File: src/rtl/trap_ctrl.sv
// rtl/trap_ctrl.sv - trap sequencer between execute and the CSR file
// Prioritises synchronous exceptions, handshakes with the CSR file, and issues one PC redirect per trap or mret.
module trap_ctrl #(
   parameter int                    DATA_WIDTH = 32,
   parameter int                    TIMEOUT    = 15,
   parameter logic [DATA_WIDTH-1:0] RESET_PC   = '0
) (
   input  logic                  clk,
   input  logic                  rst_n,
   input  logic                  valid_i,
   input  logic [DATA_WIDTH-1:0] pc_i,
   input  logic [31:0]           instr_i,
   input  logic [DATA_WIDTH-1:0] addr_i,
   input  logic                  exc_fetch_misaligned_i,
   input  logic                  exc_illegal_i,
   input  logic                  exc_ebreak_i,
   input  logic                  exc_ecall_i,
   input  logic                  exc_load_misaligned_i,
   input  logic                  exc_store_misaligned_i,
   input  logic                  mret_i,
   input  logic [DATA_WIDTH-1:0] mepc_i,
   output logic                  trap_o,
   output logic [3:0]            trap_cause_o,
   output logic [DATA_WIDTH-1:0] trap_value_o,
   output logic [DATA_WIDTH-1:0] trap_pc_o,
   input  logic                  trap_handled_i,
   input  logic [DATA_WIDTH-1:0] trap_target_pc_i,
   output logic                  stall_o,
   output logic                  redirect_valid_o,
   output logic [DATA_WIDTH-1:0] redirect_pc_o,
   output logic                  timeout_err_o
);

   localparam int CW = $clog2(TIMEOUT + 1);

   typedef enum logic [1:0] {S_IDLE, S_REQ, S_WAIT, S_REDIRECT} state_t;

   state_t                  state;
   logic [CW-1:0]           cnt;
   logic                    exc_any;
   logic [3:0]              sel_cause;
   logic [DATA_WIDTH-1:0]   sel_value;

   assign exc_any = valid_i & (exc_fetch_misaligned_i | exc_illegal_i | exc_ebreak_i |
                               exc_ecall_i | exc_load_misaligned_i | exc_store_misaligned_i);

   // Stall asserts in the same cycle the exception/mret is seen, before the FSM leaves IDLE.
   assign stall_o = (state != S_IDLE) | exc_any | (valid_i & mret_i);

   always_comb begin
      sel_cause = 4'd0;
      sel_value = '0;
      if (exc_fetch_misaligned_i) begin
         sel_cause = 4'd0;
         sel_value = addr_i;
      end else if (exc_illegal_i) begin
         sel_cause = 4'd2;
         sel_value = DATA_WIDTH'(instr_i);
      end else if (exc_ebreak_i) begin
         sel_cause = 4'd3;
      end else if (exc_ecall_i) begin
         sel_cause = 4'd11;
      end else if (exc_load_misaligned_i) begin
         sel_cause = 4'd4;
         sel_value = addr_i;
      end else if (exc_store_misaligned_i) begin
         sel_cause = 4'd6;
         sel_value = addr_i;
      end
   end

   always_ff @(posedge clk or negedge rst_n) begin
      if (!rst_n) begin
         state            <= S_IDLE;
         cnt              <= '0;
         trap_o           <= 1'b0;
         trap_cause_o     <= 4'd0;
         trap_value_o     <= '0;
         trap_pc_o        <= '0;
         redirect_valid_o <= 1'b0;
         redirect_pc_o    <= '0;
         timeout_err_o    <= 1'b0;
      end else begin
         trap_o           <= 1'b0;
         redirect_valid_o <= 1'b0;
         case (state)
            S_IDLE: begin
               if (exc_any) begin
                  state        <= S_REQ;
                  trap_o       <= 1'b1;
                  trap_cause_o <= sel_cause;
                  trap_value_o <= sel_value;
                  trap_pc_o    <= pc_i;
               end else if (valid_i && mret_i) begin
                  state            <= S_REDIRECT;
                  redirect_valid_o <= 1'b1;
                  redirect_pc_o    <= {mepc_i[DATA_WIDTH-1:2], 2'b00};
               end
            end
            S_REQ: begin
               state <= S_WAIT;
               cnt   <= '0;
            end
            S_WAIT: begin
               cnt <= cnt + 1'b1;
               // The acknowledge is checked first so it wins on the final wait cycle.
               if (trap_handled_i) begin
                  state            <= S_REDIRECT;
                  redirect_valid_o <= 1'b1;
                  redirect_pc_o    <= {trap_target_pc_i[DATA_WIDTH-1:2], 2'b00};
               end else if (cnt == CW'(TIMEOUT - 1)) begin
                  state            <= S_REDIRECT;
                  redirect_valid_o <= 1'b1;
                  redirect_pc_o    <= RESET_PC;
                  timeout_err_o    <= 1'b1;
               end
            end
            S_REDIRECT: begin
               state <= S_IDLE;
            end
            default: begin
               state <= S_IDLE;
            end
         endcase
      end
   end

endmodule

File: config.mk
export PLATFORM = sky130hd
export DESIGN_NAME = trap_ctrl
export DESIGN_NICKNAME = d
export VERILOG_FILES = /design/src/rtl/trap_ctrl.sv
export SDC_FILE = /design/constraint.sdc
export NUM_CORES = 1
export LEC_CHECK = 0
export CORE_ASPECT_RATIO = 2
export CORE_MARGIN = 2
export CORE_UTILIZATION = 41
export DETAILED_ROUTE_END_ITERATION = 16
export PLACE_DENSITY = 0.86
export SETUP_SLACK_MARGIN = 0.15
export SYNTH_ARGS = -nofsm -noshare
export SYNTH_HDL_FRONTEND = slang
export SYNTH_SLANG_ARGS = --single-unit
File: constraint.sdc
create_clock -name clk -period 5.45 [get_ports clk]
set_input_delay 1.3625 -clock clk [delete_from_list [all_inputs] [get_ports clk]]
set_output_delay 1.3625 -clock clk [all_outputs]
set_load 0.01 [all_outputs]
# After elaboration in Yosys (flattened, before gate mapping)

Cells that the tools add are included.

Add/sub/neg operators: 1
Eq/ne operators: 8
Mux-type cells: 30
Bitwise logic cells: 10
Reductions and logical operators: 9

Operator list:

| kind                | count |
|---|---|
| $mux 32             | 10 |
| $pmux 32 s2         | 1 |
| $mux 4              | 4 |
| $mux 2              | 4 |
| $pmux 2 s4          | 1 |
| $pmux 4 s2          | 1 |
| $or 1x1->1          | 7 |
| $mux 1              | 6 |
| $mux 3              | 2 |
| $ne 3x3->1 const B  | 2 |
| $reduce_bool 2->1   | 3 |
| $add 4x1->4 const B | 1 |
| $eq 2x2->1 const B  | 2 |
| $eq 4x4->1 const B  | 1 |
| $ne 2x2->1 const B  | 2 |
| $reduce_and 2->1    | 2 |
| $reduce_and 4->1    | 1 |
| $reduce_and 3->1    | 1 |
| $and 1x1->1         | 2 |
| $eq 2x1->1 const B  | 1 |
| $logic_not 2->1     | 1 |
| $pmux 1 s2          | 1 |
| $logic_and 1x1->1   | 1 |
| $not 1->1           | 1 |

Flip-flop bits (word level): 109
Bits of input ports: 171
Logic and storage cells: 67

# Logic depth before layout (Yosys ltp)

Gate-level depths: netlist of the first run.

Word-level depth: 8
Mapped depth: 10
Depth with buffers taken out: 7

# Worst setup path after synthesis of the first run

No wires, ideal clock.

Path type: input port to output port
Start: input exc_ebreak_i
End: output stall_o
Data arrival time: 1.944 ns
Path slack: 2.144 ns
Stages on the path: 3
Cell sequence: nor4_4 a31o_2 nand2_1

Cells in the longest elaborated chain, start to end: 7

RTL lines:

| what                     | RTL line | RTL |
|---|---|---|
| start, declared          | 16       | `input logic exc_ebreak_i,` |
| $or 1x1->1 (2 in series) | 44       | `assign exc_any = valid_i & (exc_fetch_misaligned_i \| exc_illegal_i \| exc_ebreak_i \|` |
| $or 1x1->1 (2 in series) | 45       | `exc_ecall_i \| exc_load_misaligned_i \| exc_store_misaligned_i);` |
| $and 1x1->1              | 44       |  |
| $or 1x1->1 (2 in series) | 48       | `assign stall_o = (state != S_IDLE) \| exc_any \| (valid_i & mret_i);` |
| end, declared            | 28       | `output logic stall_o,` |

Every way passes these cells.

# Worst setup path in the final report of the first run

Start: input exc_fetch_misaligned_i
End: output stall_o

Cells in the longest elaborated chain, start to end: 8

RTL lines:

| what                     | RTL line | RTL |
|---|---|---|
| start, declared          | 14       | `input logic exc_fetch_misaligned_i,` |
| $or 1x1->1 (3 in series) | 44       |  |
| $or 1x1->1 (2 in series) | 45       |  |
| $and 1x1->1              | 44       |  |
| $or 1x1->1 (2 in series) | 48       |  |

Every way passes these cells.

==> flow_summary.json, run 1 <==
{
  "synth_warnings": 0,
  "detailed_place_hpwl_microns": 11500,
  "startpoint_type": "input port",
  "diodes": 0,
  "cts-resized-gates": 0,
  "slowest_delay_ps": 510,
  "grt_antenna_before_repair": 0,
  "gp_congestion": 0.834,
  "ctsHoldBuffers": 0,
  "ys_async_sr_fraction_pct": 100,
  "cts_max_path_buffers": 2,
  "synthFlopType": "dfrtp_1",
  "power_frac_seq_pct": 34.2,
  "fillCellCount": 879,
  "ios": 275,
  "routedWlPerCell_microns": 17.4,
  "finClkSkew_ps": 9.54,
  "swShare_pct": 34.4,
  "status": "complete, no violations",
  "fin_nets": 879,
  "synth_adder_area_share_pct": 1.05,
  "place_area_sq_um": 7440,
  "fin_area_sq_um": 7730,
  "fin_crit_sh_pct": 80.5,
  "clkPwrFrac_pct": 16.0,
  "grt_max_degree": 73,
  "multi_input_area_sq_um": 1860,
  "die_h_microns": 157,
  "path_cells": "clkdlybuf4s50_1 > nor2_1 > a31o_2 > nand2_1 > clkdlybuf4s50_1",
  "initial_core_util_pct": 42.0,
  "drtIter0Drc": 254,
  "tns_ps": 0,
  "drtAntennaViolNets": 0,
  "crit_fanout": 5,
  "synth_top_family_by_area": "simple AND/OR/NAND/NOR gates",
  "cts-htree-levels": 3,
  "setup_viol": 0,
  "pre_cts_slack_ps": 1060,
  "period_needed_ps": 4390,
  "grt_pass1_vias": 4603,
  "critPathCaptureType": "output port",
  "worst_slew_pin_slew_ps": 1230,
  "drv_cap": 0,
  "yosys.area_share.xor_xnor_pct": 0,
  "synthSimpleGateAreaFrac_pct": 16.0,
  "p_leak_uw": 0.00337,
  "grt_pass1_wl_microns": 22800,
  "place_inst": 835,
  "internal-power_uw": 2600,
  "routed_via_density": 5.22,
  "min_path_type": "register to register",
  "power_frac_comb_pct": 49.7,
  "cts_inserted_buffers": 9,
  "crit_type": "input port to output port",
  "regArea_sq_um": 2680,
  "setup_slack_ps": 1060,
  "synth_compound_area_share_pct": 14.2,
  "rows": 55,
  "clk_latency_ps": 340,
  "ys_seq_area_share_pct": 56.2,
  "grt_usage_pct": 23.5,
  "routed_wl_microns": 14800,
  "overflow": 0,
  "design.core.area_sq_um": 11400,
  "drc": 0,
  "drive_gt1_share_pct": 6.21,
  "yosys-top-cells-area": "dfrtp_1, nand2_1, a221oi_1",
  "netlist_instances": 456,
  "cts_setup_buffers": 0,
  "switchingPower_uw": 1370,
  "cts_tree": "yes",
  "peakVddDrop_mv": 0.246,
  "cts-root-buf": "clkbuf_16",
  "cp_slowest_cell": "clkdlybuf4s50_1",
  "synth.largest_area_cell": "dfrtp_1",
  "syn_to_final_growth_pct": 62.1,
  "slew_viol_final": 0,
  "final_cells": 850,
  "rsz0062_at_grt": "no",
  "synth-seq-cells": 107,
  "dr.pass1.iters": 4,
  "power.density_nw_per_um2": 513,
  "clk_pin_slew_ps": 70,
  "avgSynthCellArea_sq_um": 10.5,
  "cp.required_ps": 4090,
  "hold_viol_final": 0,
  "crit_top_cell": "clkdlybuf4s50_1",
  "synth_top_area_share_pct": 56.2,
  "synth-edff-count": 0,
  "vias": 4435,
  "max_freq_mhz": 228,
  "clock-sinks": 107,
  "cp.arrival_ps": 3020,
  "synth_mux_area_share_pct": 7.50,
  "die-area_sq_um": 12600,
  "port_buffers": 268,
  "die_w_microns": 80.3,
  "final_util_pct": 68.1,
  "syn-cell-area_sq_um": 4770,
  "yosysUniqueCellTypes": 37,
  "relSlewSlack_pct": 17.3
}
worst paths after layout:
path                       slack, ps  cells past startpoint              startpoint           endpoint
max                             1060                      5  exc_fetch_misaligned_i            stall_o
min                              480                      1           timeout_err_o      timeout_err_o
max reg2reg                     3090                      6                state[0]  redirect_pc_o[22]
min reg2reg                      480                      1           timeout_err_o      timeout_err_o
max in group asynchronous       3250                      2                   rst_n             cnt[1]
min in group asynchronous       1120                      1                   rst_n       trap_pc_o[0]
cells by family (layout without fill, tap and decap cells):
logic type,Yosys count,count (layout)
muxes,32,32
AOI/OAI and AO/OA,81,81
and+or+nand+nor,188,188
other,1,2
adders and majority gates,4,4
DFF,107,107
buffers and inverters,43,294
through the flow:
| stage | hold slack (ps) | total power (uW) |
|---|---|---|
| after floorplan | 473 | 2320 |
| after global placement | 458 | 3260 |
| after detailed placement | 469 | 3360 |
| after CTS | 486 | 4000 |
| after global routing | 499 | 4230 |
| final | 476 | 3970 |
flip-flops by register name, summed over array words and instances (netlist names):
name,flops
timeout_err_o,1
redirect_pc_o,30
trap_pc_o,32
state,2
trap_cause_o,4
trap_o,1
redirect_valid_o,1
cnt,4
trap_value_o,32
Yosys cell counts, drive strengths merged (2+ instances only):
cell	number
inv	9
nand2b	2
a221oi	32
nand3	4
a21oi	3
a22o	30
a21o	3
clkbuf	11
mux2i	2
o21bai	2
ha	4
and3	2
nor2	67
buf	23
o21ai	7
dfrtp	107
mux2	30
nand2	106
worst max-delay path, delay by kind of cell:
kind	cells	cell delay, ps
and+or+nand+nor	2	420
AOI/OAI and AO/OA	1	240
buffers and inverters	2	1000
layout by cell type (no fill, tap or decap), types with 2 or more instances in the layout:
cell type and instances:
mux2_2 20, buf_4 3, nor2_1 67, a21oi_1 2, nand2b_1 2, inv_1 8
mux2i_1 2, clkdlybuf4s50_1 267, o21ai_0 7, a221oi_1 32, clkinvlp_4 3, nand2_1 106
conb_1 2, clkbuf_16 9, ha_1 4, clkbuf_1 2, dfrtp_1 107, mux2_1 10
a21o_1 2, nand3_1 3, a22o_1 30, and3_1 2
metal layers:
| metal | global-route usage, % | vias up | share of wire, % |
|---|---|---|---|
| met2 | 43.4 | 220 | 55 |
| met3 | 5.42 | 48 | 6.6 |
| met5 | 0 | - | 0 |
| met4 | 11.3 | 0 | 4.4 |
| met1 | 24.2 | 2106 | 34 |
| li1 | - | 2061 | - |
final cells by class:
cell class / instances / share of cell area [%]
Clock inverter: 4 / 0.680
Tap cell: 142 / 2.30
Inverter: 9 / 0.437
Timing Repair Buffer: 270 / 34.9
Clock buffer: 11 / 3.01
Multi-Input combinational cell: 307 / 24.1
Sequential cell: 107 / 34.6
power groups by stage:
stage / Sequential [uW] / Clock (uW) / Combinational [uW]
floorplan: 1520 / 0 / 800
global placement: 1340 / 0 / 1910
detailed placement: 1370 / 0 / 1990
CTS: 1360 / 649 / 1990
global route: 1400 / 684 / 2140
finish: 1360 / 637 / 1970
Power figures use the tool's default switching activity.
==> run 2, diff against run 1 <==
Settings changed: CORE_UTILIZATION 41 to 35, PLACE_DENSITY 0.86 to 0.78.
Clock period 5.45 ns to 3.6 ns, I/O delays scaled along.
==> run 2 against run 1 <==
Against the previous run: worst hold slack about the same; sequential share of layout area shrank 0.35 points; setup slack lost 600 ps; sequential power increased by 51%; largest power group unchanged; sequential cell count did not move; register-to-register slack got worse by 1700 ps; combinational power up 52%; clock-buffer cell count decreased by 2; first-iteration DRC count shrank 56%; clock skew up 2.3 ps; routed wire length decreased by 2.6%.
==> flow_summary.json, run 2 (synthesized netlist as in run 1, its figures left out) <==
{
  "die-area_sq_um": 14600,
  "die_h_microns": 169,
  "fin_crit_sh_pct": 87.3,
  "port_buffers": 268,
  "cts-root-buf": "clkbuf_16",
  "max_freq_mhz": 318,
  "setup_viol": 0,
  "initial_core_util_pct": 35.7,
  "drtAntennaViolNets": 0,
  "drtIter0Drc": 112,
  "crit_type": "input port to output port",
  "diodes": 0,
  "ios": 275,
  "design.core.area_sq_um": 13400,
  "cp.arrival_ps": 2240,
  "overflow": 0,
  "period_needed_ps": 3140,
  "finClkSkew_ps": 11.9,
  "critPathCaptureType": "output port",
  "cts_max_path_buffers": 2,
  "final_common_cell": "clkdlybuf4s50_1",
  "min_path_type": "register to register",
  "grt_usage_pct": 19.4,
  "clk_latency_ps": 340,
  "ctsHoldBuffers": 0,
  "largestRegisters": "trap_pc_o (32), trap_value_o (32), redirect_pc_o (30)",
  "drv_cap": 0,
  "worst_slew_pin_slew_ps": 1260,
  "clkPwrFrac_pct": 15.4,
  "layout_common_cells": "clkdlybuf4s50_1, dfrtp_1, nand2_1",
  "grt_max_degree": 60,
  "cts_tree": "yes",
  "syn_to_final_growth_pct": 63.8,
  "grt_pass1_vias": 4707,
  "dr.pass1.iters": 4,
  "switchingPower_uw": 2070,
  "cts_inserted_buffers": 9,
  "p_leak_uw": 0.00342,
  "peakVddDrop_mv": 0.400,
  "vias": 4455,
  "power_frac_seq_pct": 34.4,
  "cp.required_ps": 2700,
  "grt_pass1_wl_microns": 22600,
  "fin_nets": 885,
  "crit_fanout": 3,
  "rows": 60,
  "routed_wl_microns": 14400,
  "gp_congestion": 0.810,
  "rsz0062_at_grt": "no",
  "rr_worst_depth": 5,
  "total_power_uw": 5970,
  "status": "complete, no violations",
  "power.density_nw_per_um2": 765,
  "swShare_pct": 34.7,
  "cts-htree-levels": 3,
  "internal-power_uw": 3900,
  "routedWlPerCell_microns": 16.5,
  "slew_viol_final": 0,
  "routed_via_density": 5.12,
  "relSlewSlack_pct": 15.7,
  "tns_ps": 0,
  "place_area_sq_um": 7520,
  "power_frac_comb_pct": 50.2,
  "startpoint_type": "input port",
  "hold_viol_final": 0,
  "detailed_place_hpwl_microns": 11100,
  "drc": 0,
  "clk_pin_slew_ps": 70,
  "grt_antenna_before_repair": 0,
  "die_w_microns": 86.5,
  "holdPathStages": 2,
  "fillCellCount": 1116,
  "clock-sinks": 107,
  "fin_area_sq_um": 7810,
  "drive_gt1_share_pct": 7.41
}
[run 2: per-stage QoR]
stage	worst slack [ps]	util (%)	hold slack, ps	cells
2_1_floorplan	1220	-	473	457
3_3_place_gp	167	56.3	456	853
5_1_grt	412	58.4	501	870
3_5_place_dp	104	56.3	461	853
6_report	459	58.4	476	870
4_1_cts	165	58.4	480	870
[run 2: worst paths after layout]
kind / slack, ps / end / from
max: 460 / stall_o / exc_store_misaligned_i
min: 480 / trap_pc_o[9] / trap_pc_o[9]
max reg2reg: 1410 / redirect_pc_o[24] / state[0]
min reg2reg: 480 / trap_pc_o[9] / trap_pc_o[9]
max in group asynchronous: 2260 / trap_pc_o[23] / rst_n
min in group asynchronous: 580 / redirect_pc_o[29] / rst_n
[run 2: timing repair]
action                                  4_1_cts  5_1_grt
gates resized for setup                       0        1
buffers inserted                              1        0
endpoints found under the setup margin        1        1
pin swaps                                     1        0
[run 2: layout make-up]
class                           count  area, sq um  area share, %
Multi-Input combinational cell    307         1860           23.8
Timing Repair Buffer              276         2770           35.4
Clock inverter                      7         50.0          0.641
Clock buffer                        9          225           2.88
Sequential cell                   107         2680           34.3
Inverter                            9         33.8          0.433
Tap cell                          155          194           2.48
[run 2: critical path, cell delays in order]
cell and delay, ps:
clkdlybuf4s50_1 500, nor4_4 350, a31o_2 220, nand2_1 70, dlymetal6s2s_1 190
[run 2: layer usage]
metal / global-route usage (%) / share of wire, % / wire [microns]
met2: 35.7 / 55 / 7940
met1: 21.3 / 36 / 5130
met3: 4.14 / 6.7 / 964
met5: 0 / 0 / 0
met4: 7.07 / 2.4 / 348
[run 2: power by group through the flow]
stage | sequential, uW | clock (uW) | combinational [uW]
finish | 2050 | 922 | 3000
detailed placement | 2080 | 0 | 3040
CTS | 2060 | 956 | 3040
floorplan | 2310 | 0 | 1210
global placement | 2040 | 0 | 2950
global route | 2120 | 1000 | 3250
==> run 3, diff against run 2 <==
Settings changed: CORE_ASPECT_RATIO 2 to default, TNS_END_PERCENT from default to 1.
==> run 3 against run 2 <==
Against the previous run: clock power grew 16%; die area shrank 0.39%; setup slack gained 39 ps; total power grew 2.0%; clock skew shrank 5.3 ps; sequential cell count is the same.
==> flow_summary.json, run 3 (synthesized netlist as in run 1, its figures left out) <==
{
  "tns_ps": 0,
  "syn_to_final_growth_pct": 65.4,
  "rsz0062_at_grt": "no",
  "ctsHoldBuffers": 0,
  "slew_viol_final": 0,
  "drtIter0Drc": 153,
  "period_needed_ps": 3100,
  "die-area_sq_um": 14600,
  "clock-sinks": 107,
  "cp_slowest_cell": "clkdlybuf4s50_1",
  "cp-startpoint": "exc_store_misaligned_i",
  "hold_viol_final": 0,
  "grt_max_degree": 73,
  "dr.pass1.iters": 4,
  "slowest_delay_ps": 490,
  "cts_setup_buffers": 0,
  "die_w_microns": 121,
  "final_common_cell": "clkdlybuf4s50_1",
  "crit_fanout": 3,
  "clk_pin_slew_ps": 70,
  "overflow": 0,
  "reg2reg_from": "state[0]",
  "routed_wl_microns": 13800,
  "diodes": 0,
  "path_delay_family": "buffers and inverters",
  "drv_cap": 0,
  "port_buffers": 268,
  "gp_congestion": 0.779,
  "drtAntennaViolNets": 0,
  "cts_inserted_buffers": 9,
  "power_frac_seq_pct": 33.5,
  "cts-resized-gates": 0,
  "relSlewSlack_pct": 27.2,
  "fin_nets": 887,
  "grt_usage_pct": 18.8,
  "crit_type": "input port to output port",
  "ios": 275,
  "crit_buf_inv": 2,
  "initial_core_util_pct": 35.9,
  "grt_antenna_before_repair": 1,
  "power_frac_comb_pct": 48.9,
  "p_leak_uw": 0.00345,
  "cts_max_path_buffers": 2,
  "internal-power_uw": 4060,
  "cts_tree": "yes",
  "setup_viol": 0,
  "cp.required_ps": 2700,
  "cp.arrival_ps": 2200,
  "drc": 0,
  "routed_via_density": 4.89,
  "swShare_pct": 33.3,
  "worstHoldStart": "trap_pc_o[7]",
  "drive_gt1_share_pct": 7.40,
  "power.density_nw_per_um2": 772,
  "grt_pass1_wl_microns": 21500,
  "layout_common_cells": "clkdlybuf4s50_1, dfrtp_1, nand2_1",
  "die_h_microns": 121,
  "critPathCaptureType": "output port",
  "path_cells": "clkdlybuf4s50_1 > nor4_4 > a31o_2 > nand2_1 > dlymetal6s2s_1",
  "largestRegisters": "trap_pc_o (32), trap_value_o (32), redirect_pc_o (30)",
  "peakVddDrop_mv": 0.300,
  "max_freq_mhz": 322,
  "detailed_place_hpwl_microns": 10500,
  "finClkSkew_ps": 6.55,
  "cts-htree-levels": 3,
  "worst_slew_pin_slew_ps": 1090,
  "vias": 4360,
  "clk_latency_ps": 340,
  "clkPwrFrac_pct": 17.6,
  "holdWs_ps": 476,
  "status": "complete, no violations",
  "final_util_pct": 59.3,
  "min_path_type": "register to register",
  "rows": 42,
  "cts-root-buf": "clkbuf_16",
  "grt_pass1_vias": 4393,
  "fin_crit_sh_pct": 86.2,
  "routedWlPerCell_microns": 15.5,
  "startpoint_type": "input port",
  "switchingPower_uw": 2030,
  "fillCellCount": 1091,
  "design.core.area_sq_um": 13300
}
run 3: per-layer routing:
metal  vias to the layer above  wire length, microns  GRT usage, %  part of all wire [%]
met1                      2074                  5360          21.5                    39
li1                       2080                     -             -                     -
met2                       184                  7030          33.1                    51
met5                         -                    13             0                 0.094
met3                        20                  1180          5.71                   8.5
met4                         2                   250          6.98                   1.8
run 3: worst min-delay path, delay by kind of cell (launching register included):
kind             cells  cell delay [ps]
and+or+nand+nor      2              110
DFF                  1              340
run 3: power groups by stage:
| stage | Combinational, uW | Clock [uW] | Sequential (uW) |
|---|---|---|---|
| 2_1_floorplan | 1210 | 0 | 2310 |
| 3_3_place_gp | 2930 | 0 | 2030 |
| 3_5_place_dp | 3000 | 0 | 2070 |
| 4_1_cts | 3010 | 1100 | 2050 |
| 5_1_grt | 3230 | 1140 | 2120 |
| 6_report | 2980 | 1070 | 2040 |
run 3: path summary, 6_finish.rpt:
path,end,slack [ps],cells after the start
setup / recovery,stall_o,500,5
hold / removal,trap_pc_o[7],480,2
setup reg to reg,redirect_pc_o[7],1380,5
hold reg to reg,trap_pc_o[7],480,2
max in group asynchronous,trap_pc_o[1],2210,2
min in group asynchronous,redirect_pc_o[23],660,1
run 3: per-stage QoR:
step           std cells  setup slack [ps]  power, uW  instance area [sq um]
2_1_floorplan        457              1220       3520                   4770
3_3_place_gp         877               166       4960                   7560
3_5_place_dp         877               151       5070                   7560
4_1_cts              892               151       6160                   7890
5_1_grt              892               356       6490                   7890
6_report             892               497       6090                   7890
run 3: layout make-up:
type	instances	area, sq um	share of cell area, %
Timing Repair Buffer	278	2770	35.1
Multi-Input combinational cell	307	1860	23.6
Sequential cell	107	2680	33.9
Clock inverter	3	68.8	0.872
Clock buffer	12	256	3.25
Inverter	9	33.8	0.428
Tap cell	176	220	2.79
